===== src/rtl/write_source_sched_pkg.sv =====
// Shared types and constants for the write-bus source scheduler.
package write_source_sched_pkg;

  typedef enum logic [1:0] {
    ST_IDLE  = 2'd0,
    ST_SCAN  = 2'd1,
    ST_GRANT = 2'd2,
    ST_DONE  = 2'd3
  } sched_state_e;

  localparam int unsigned DEFAULT_TIMEOUT_CYCLES = 65535;

  // Source IDs in painter's order: lowest ID is drawn first.
  localparam int unsigned SRC_BKG       = 0;
  localparam int unsigned SRC_STARFIELD = 1;
  localparam int unsigned SRC_GSENSCAL  = 2;

endpackage


===== src/rtl/write_source_sched.sv =====
// Frame-synchronous scheduler handing the write bus to each requesting source
// in ascending ID order. Define WRITE_SCHED_TIMEOUT_EN to enable the grant watchdog.
module write_source_sched
  import write_source_sched_pkg::*;
#(
  parameter int unsigned MAX_WRITE_SOURCE = 2,
  parameter int unsigned SOURCE_SEL_ADDRW = $clog2(MAX_WRITE_SOURCE + 1),
  parameter int unsigned TIMEOUT_CYCLES   = DEFAULT_TIMEOUT_CYCLES
) (
  input  logic                        clk,
  input  logic                        resetN,
  input  logic                        frame,
  input  logic [MAX_WRITE_SOURCE:0]   src_req,
  input  logic [MAX_WRITE_SOURCE:0]   src_done,
  output logic [MAX_WRITE_SOURCE:0]   src_start,
  output logic [SOURCE_SEL_ADDRW-1:0] write_source_sel,
  output logic                        sched_busy,
  output logic                        swap_buffers,
  output logic                        frame_overrun
);

  localparam int unsigned NSRC = MAX_WRITE_SOURCE + 1;
  localparam logic [SOURCE_SEL_ADDRW-1:0] LAST_IDX = SOURCE_SEL_ADDRW'(MAX_WRITE_SOURCE);

  sched_state_e                state_q, state_d;
  logic [SOURCE_SEL_ADDRW-1:0] idx_q, idx_d;
  logic [NSRC-1:0]             start_q, start_d;
  logic                        swap_q, swap_d;
  logic                        ovr_q, ovr_d;
  logic                        busy_q, busy_d;
  logic                        wdog_expired;
  logic                        last_src;

  assign last_src = (idx_q == LAST_IDX);

`ifdef WRITE_SCHED_TIMEOUT_EN
  localparam int unsigned WDOG_W = $clog2(TIMEOUT_CYCLES + 1);

  logic [WDOG_W-1:0] wdog_q, wdog_d;

  // Fires on the TIMEOUT_CYCLES-th consecutive cycle spent in GRANT.
  assign wdog_expired = (state_q == ST_GRANT) &&
                        (wdog_q == WDOG_W'(TIMEOUT_CYCLES - 1));

  always_comb begin
    wdog_d = '0;
    if (state_q == ST_GRANT && state_d == ST_GRANT) begin
      wdog_d = wdog_q + WDOG_W'(1);
    end
  end

  always_ff @(posedge clk or negedge resetN) begin
    if (!resetN) begin
      wdog_q <= '0;
    end else begin
      wdog_q <= wdog_d;
    end
  end
`else
  assign wdog_expired = 1'b0;
`endif

  always_comb begin
    state_d = state_q;
    idx_d   = idx_q;
    start_d = '0;
    swap_d  = 1'b0;
    ovr_d   = 1'b0;

    if (frame) begin
      // A new frame always restarts the sequence; only a finished one may flip.
      idx_d   = '0;
      state_d = ST_SCAN;
      if (state_q == ST_SCAN || state_q == ST_GRANT) begin
        ovr_d = 1'b1;
      end
      if (state_q == ST_DONE) begin
        swap_d = 1'b1;
      end
    end else begin
      unique case (state_q)
        ST_IDLE: ;
        ST_SCAN: begin
          if (src_req[idx_q]) begin
            start_d = NSRC'(1) << idx_q;
            state_d = ST_GRANT;
          end else if (last_src) begin
            state_d = ST_DONE;
          end else begin
            idx_d = idx_q + SOURCE_SEL_ADDRW'(1);
          end
        end
        ST_GRANT: begin
          if (src_done[idx_q] || wdog_expired) begin
            ovr_d = !src_done[idx_q];
            if (last_src) begin
              state_d = ST_DONE;
            end else begin
              idx_d   = idx_q + SOURCE_SEL_ADDRW'(1);
              state_d = ST_SCAN;
            end
          end
        end
        ST_DONE: ;
        default: begin
          state_d = ST_IDLE;
          idx_d   = '0;
        end
      endcase
    end

    busy_d = (state_d == ST_SCAN) || (state_d == ST_GRANT);
  end

  always_ff @(posedge clk or negedge resetN) begin
    if (!resetN) begin
      state_q <= ST_IDLE;
      idx_q   <= '0;
      start_q <= '0;
      swap_q  <= 1'b0;
      ovr_q   <= 1'b0;
      busy_q  <= 1'b0;
    end else begin
      state_q <= state_d;
      idx_q   <= idx_d;
      start_q <= start_d;
      swap_q  <= swap_d;
      ovr_q   <= ovr_d;
      busy_q  <= busy_d;
    end
  end

  assign src_start        = start_q;
  assign write_source_sel = idx_q;
  assign sched_busy       = busy_q;
  assign swap_buffers     = swap_q;
  assign frame_overrun    = ovr_q;

endmodule


===== config.mk =====
export PLATFORM = sky130hd
export DESIGN_NAME = write_source_sched
export DESIGN_NICKNAME = d
export VERILOG_FILES = /design/src/rtl/write_source_sched_pkg.sv /design/src/rtl/write_source_sched.sv
export SDC_FILE = /design/constraint.sdc
export NUM_CORES = 1
export LEC_CHECK = 0
export ABC_AREA = 1
export BUFFER_PORTS_ARGS = -buffer_cell sky130_fd_sc_hd__buf_2
export CAP_MARGIN = 20
export CORE_MARGIN = 5
export CORE_UTILIZATION = 41
export CTS_CLUSTER_SIZE = 10
export DETAILED_ROUTE_END_ITERATION = 12
export PLACE_DENSITY_LB_ADDON = 0.1
export RECOVER_POWER = 50
export REMOVE_ABC_BUFFERS = 1
export SLEW_MARGIN = 20
export SYNTH_ARGS = -nofsm -noshare
export SYNTH_HDL_FRONTEND = slang
export SYNTH_SLANG_ARGS = --single-unit
export TNS_END_PERCENT = 30

===== constraint.sdc =====
create_clock -name clk -period 3.2 [get_ports clk]
set_clock_uncertainty 0.15 [all_clocks]
set_input_delay 0.32 -clock clk [delete_from_list [all_inputs] [get_ports clk]]
set_output_delay 0.32 -clock clk [all_outputs]
set_load 0.01 [all_outputs]

* After elaboration in Yosys (flattened, before gate mapping) *
Cells that the tools add are included.
Widths: inputs -> output; s select.

word-level totals
  register bits after elaboration = 10
  logic and storage cells = 46

operators by class
  add/sub/neg operators = 1
  order comparisons = 1
  reductions and logical operators = 5
  shift-type cells = 1
  multiplexer cells = 24
  equal/unequal tests = 8

operators by type and width
  operator             number
  $mux 2               9
  $mux 3               3
  $eq 2x2->1 const B   4
  $mux 1               8
  $pmux 2 s2           2
  $bmux 1 s2           2
  $eq 2x1->1 const B   2
  $lt 2x3->1 const B   1
  $ne 3x2->1 const B   1
  $ne 3x3->1 const B   1
  $reduce_and 3->1     1
  $reduce_bool 3->1    1
  $shl 1x2->3 const A  1
  $add 2x1->2 const B  1
  $logic_or 1x1->1     2
  $logic_not 1->1      1

* Logic depth before layout (Yosys ltp) *
  depth after elaboration = 7
  gate-level depth with buffers = 10
  depth with buffers taken out = 10

* Worst setup path after synthesis *
OpenSTA, ideal clock, no wires.

  path type = register to register
  start point = register idx_q[0], in the netlist write_source_sel[0]
  end point = register busy_q, in the netlist sched_busy
  required time = 2,934 ps
  cell stages (with the launch flop) = 9
  path slack = 1,684 ps
  setup time = 116 ps
  period minus slack after synthesis = 1,516 ps
  arrival = 1,250 ps
  cells stage by stage = dfrtp_1 -> inv_2 -> ha_1 -> o21ai_0 -> nand2_1 -> a21oi_2 -> a21boi_2 -> nand2_1 -> nand2_1

between the ends
  longest elaborated chain between the ends = 7
  elaborated cells on any way between the ends = 14

RTL lines
  item                                                  line                                                source
  start, declared                                       write_source_sched.sv:26                            logic [SOURCE_SEL_ADDRW-1:0] idx_q, idx_d;
  start signal, assigned                                write_source_sched.sv:125                           idx_q <= idx_d;
  $bmux 1 s2 (tied with other cells)                    write_source_sched.sv:94                            if (src_done[idx_q] || wdog_expired) begin
  $mux 1 (not written as such) (tied with other cells)  write_source_sched.sv:94
  $mux 2, on equally long branches                      write_source_sched.sv:94, write_source_sched.sv:84
  $pmux 2 s2 (*)                                        write_source_sched.sv:81                            unique case (state_q)
  $mux 2 (*)                                            write_source_sched.sv:70                            if (frame) begin
  via state_d[1]                                        write_source_sched.sv:25                            sched_state_e state_q, state_d;
  $eq 2x1->1 / $eq 2x2->1 (equally long branches)       write_source_sched.sv:112                           busy_d = (state_d == ST_SCAN) || (state_d == ST_GRANT);
  $logic_or 1x1->1 (*)                                  write_source_sched.sv:112
  via busy_d                                            write_source_sched.sv:30                            logic busy_q, busy_d;
  end signal, assigned                                  write_source_sched.sv:129                           busy_q <= busy_d;
  end, declared                                         write_source_sched.sv:30

Mark *: on every way through the listed nets, which the timed path passes. The rest lies on a longest branch. The select of a mux whose other input is x is not followed.
A chain may end at the register's enable or synchronous reset.

* Worst setup path in the final report *
  start point = register idx_q[0], in the netlist write_source_sel[0]
  end point = register busy_q, in the netlist sched_busy

between the ends
  longest elaborated chain between the ends = 7
  elaborated cells on any way between the ends = 14

RTL lines
  item                                                  line
  $bmux 1 s2 (tied with other cells)                    write_source_sched.sv:94
  $mux 1 (not written as such) (tied with other cells)  write_source_sched.sv:94
  $mux 2, on equally long branches                      write_source_sched.sv:94, write_source_sched.sv:84
  $pmux 2 s2 (*)                                        write_source_sched.sv:81
  $mux 2 (*)                                            write_source_sched.sv:70
  $eq 2x1->1 / $eq 2x2->1 (equally long branches)       write_source_sched.sv:112
  $logic_or 1x1->1 (*)                                  write_source_sched.sv:112
  via busy_d                                            write_source_sched.sv:30

Marks and branches as above.

==> out/metrics.csv <==
stage;metric;value;unit
critical_path;slowest_delay;430;ps
timing;hold_viol;0;
floorplan;fp-row-count;14;
cts;cts_tree;done;
cts;htree_num_levels;1;
global_routing;grt_max_degree;11;
route;drt_iter0_drc;3;
route;wl_per_cell;10.5;um
route;highest_layer;met4;
power;p_int;0.342;mW
yosys;ys_ff_latch;10;
min_path;min_path_type;in2reg;
timing;fin_ws;1560;ps
critical_path;crit_path_end_kind;flop;
place;hpwl;1.02;mm
global_routing;antenna_found_initial;0;
critical_path;path_common_cell;nand2_1;
cts;cts-root-buf;clkbuf_4;
finish;mostFrequentLayoutCells;nand2_1, inv_1, buf_2;
flow_run;max-cap-violations;0;
critical_path;path_buf_inv;1;
cts;cts_sinks;10;
critical_path;cp_top_family;flip-flops;
timing;rsz0062_at_grt;false;
power;leakagePower;0.449;nW
critical_path;cp.required;3250;ps
finish;diodes;0;
place;globalplace.congestion;0.837;
critical_path;path_max_fanout;8;
power;power_density;815;nW/um^2
global_routing;grt_pass1_wl;2.19;mm
timing;relSlewSlack;65.5;%
route;antenna_left;0;
floorplan;die_h;49.9;um
timing;period_needed;1640;ps
yosys;yosysWarnings;0;
critical_path;crit_arrival;1690;ps
yosys;ys_seq_area_share;38.4;%
timing;finalSetupTns;0;ps
timing;fmax;0.610;GHz
critical_path;worstPathCellList;inv_2 > ha_1 > o21ai_0 > nand2_1 > a21oi_2 > nand2_1 > nand2_1 > nand2_1 > nand2_1;
route;m1WireLength;583;um
timing;finalCritPeriodShare;51.3;%
route;vias;567;
cts;clk_pin_slew_worst_paths;60;ps
power;switching_share;46.2;%
route;drc;0;
global_routing;grt_pass1_vias;534;
route;drt_wl_total;1.25;mm
finish;synthToLayoutAreaGrowth;19.6;%
floorplan;initial_utilization;43.3;%
cts;numCtsBuffers;3;
critical_path;crit_type;reg2reg;
route;dr_wl_met3;83;um
route;wl_met2;533;um
place;place.port_buffers;16;
timing;setup_viol;0;
critical_path;start_kind;flop;
timing;tightest_slew;517;ps
floorplan;dieArea;2490;um^2
yosys;syn_area_per_cell;7.85;um^2
finish;nets;121;
power;ir_worst_vdd;0.276;mV
floorplan;die_width;49.9;um
floorplan;ios;17;
power;p_comb_share;56.1;%
power;pwr-share-clk;12.7;%
route;viasPerCell;4.76;
finish;layout_commonest_cell;nand2_1;
status;status;complete, no violations;
global_routing;track_usage;11.4;%
yosys;synth_cell_types;16;
timing;finalMaxSlewViolations;0;
power;power_switching;0.293;mW
yosys;synthCells;83;
cts;ctsLongestPathBuffers;2;
cts;clock_latency;260;ps
floorplan;coreArea;1510;um^2
critical_path;critical-path-slowest-cell;dfrtp_1;
finish;drive_gt1_share;24.3;%
place;pre_cts_ws;1550;ps
route;dr.pass1.iters;2;
power;pwr-share-seq;31.2;%
yosys;syn_area;652;um^2
global_routing;overflow;0;
[per-layer routing]
metal	track usage [%]	up-vias
li1	-	297
met1	13.9	246
met2	16.5	19
met3	2.41	5
met4	10.5	0
met5	0	-
[synth_stat cells]
cell type / n / area [um^2]
o21ai_0: 3 / 15.0
nand2_1: 19 / 71.3
nor2_2: 1 / 6.26
a21oi_2: 1 / 8.76
nor2_1: 4 / 15.0
nand3_2: 3 / 30.0
nand3b_1: 1 / 7.51
a21oi_1: 4 / 20.0
ha_1: 7 / 87.6
inv_1: 16 / 60.1
dfrtp_1: 10 / 250
inv_2: 1 / 3.75
nand2_2: 3 / 18.8
o22ai_1: 1 / 6.26
a21boi_2: 1 / 11.3
nand3_1: 8 / 40.0
[state kept, by name, indices dropped and copies added (netlist names)]
| register | cells |
|---|---|
| src_start | 3 |
| state_q | 2 |
| write_source_sel | 2 |
| frame_overrun | 1 |
| sched_busy | 1 |
| swap_buffers | 1 |
[power by group through the flow]
stage               clock, mW  combinational (mW)  sequential (mW)
floorplan                   0               0.257            0.211
global placement            0               0.356            0.200
CTS                    0.0861               0.361            0.198
detailed placement          0               0.359            0.201
finish                 0.0809               0.356            0.198
global route           0.0928               0.412            0.203
[worst reg2reg max path: cells and delay by family, from the launching register on]
kind	cells	cell delay, ps
AOI/OAI and AO/OA	2	320
adders and majority gates	1	230
and+or+nand+nor	5	320
buffers and inverters	1	120
DFF	1	430
[repair_timing]
item	in CTS	in global routing
buffers inserted	0	0
hold endpoints to repair	10	0
setup endpoints to repair	0	0
hold buffers	1	0
resized for setup	0	0
[final timing paths]
kind                                      from  cells past startpoint  slack, ps                  end
max                        write_source_sel[0]                      9       1560           sched_busy
min                                      frame                      3        160         swap_buffers
max reg2reg                write_source_sel[0]                      9       1560           sched_busy
min reg2reg                write_source_sel[0]                      2        480  write_source_sel[0]
max in group asynchronous               resetN                      2       2160           sched_busy
min in group asynchronous               resetN                      2        390         src_start[1]
[area by class of cell]
class                   instances  area (um^2)
clock buffers                   3         22.5
well taps                      16         20.0
inverters                      17         63.8
flip-flops and latches         10          250
repair buffers                 17         85.1
multi-input cells              56          338
fillers                       157          727
[stage by stage]
stage	instances	utilization, %	instance area, um^2	power (mW)	hold WS (ps)
after CTS	119	52.1	785	0.646	152
after floorplan	83	-	652	0.469	-126
final	119	51.7	779	0.635	163
after global routing	119	51.7	779	0.708	174
after global placement	115	49.9	752	0.556	38.2
after detailed placement	115	49.9	752	0.559	39.7
[kinds of logic after synthesis]
kind of cell	synth area share (%)
AOI/OAI and AO/OA	9.41
buffers and inverters	9.79
and+or+nand+nor	29.0
DFF	38.4
adders and majority gates	13.4
No activity file was read; power rests on OpenSTA's default activity.
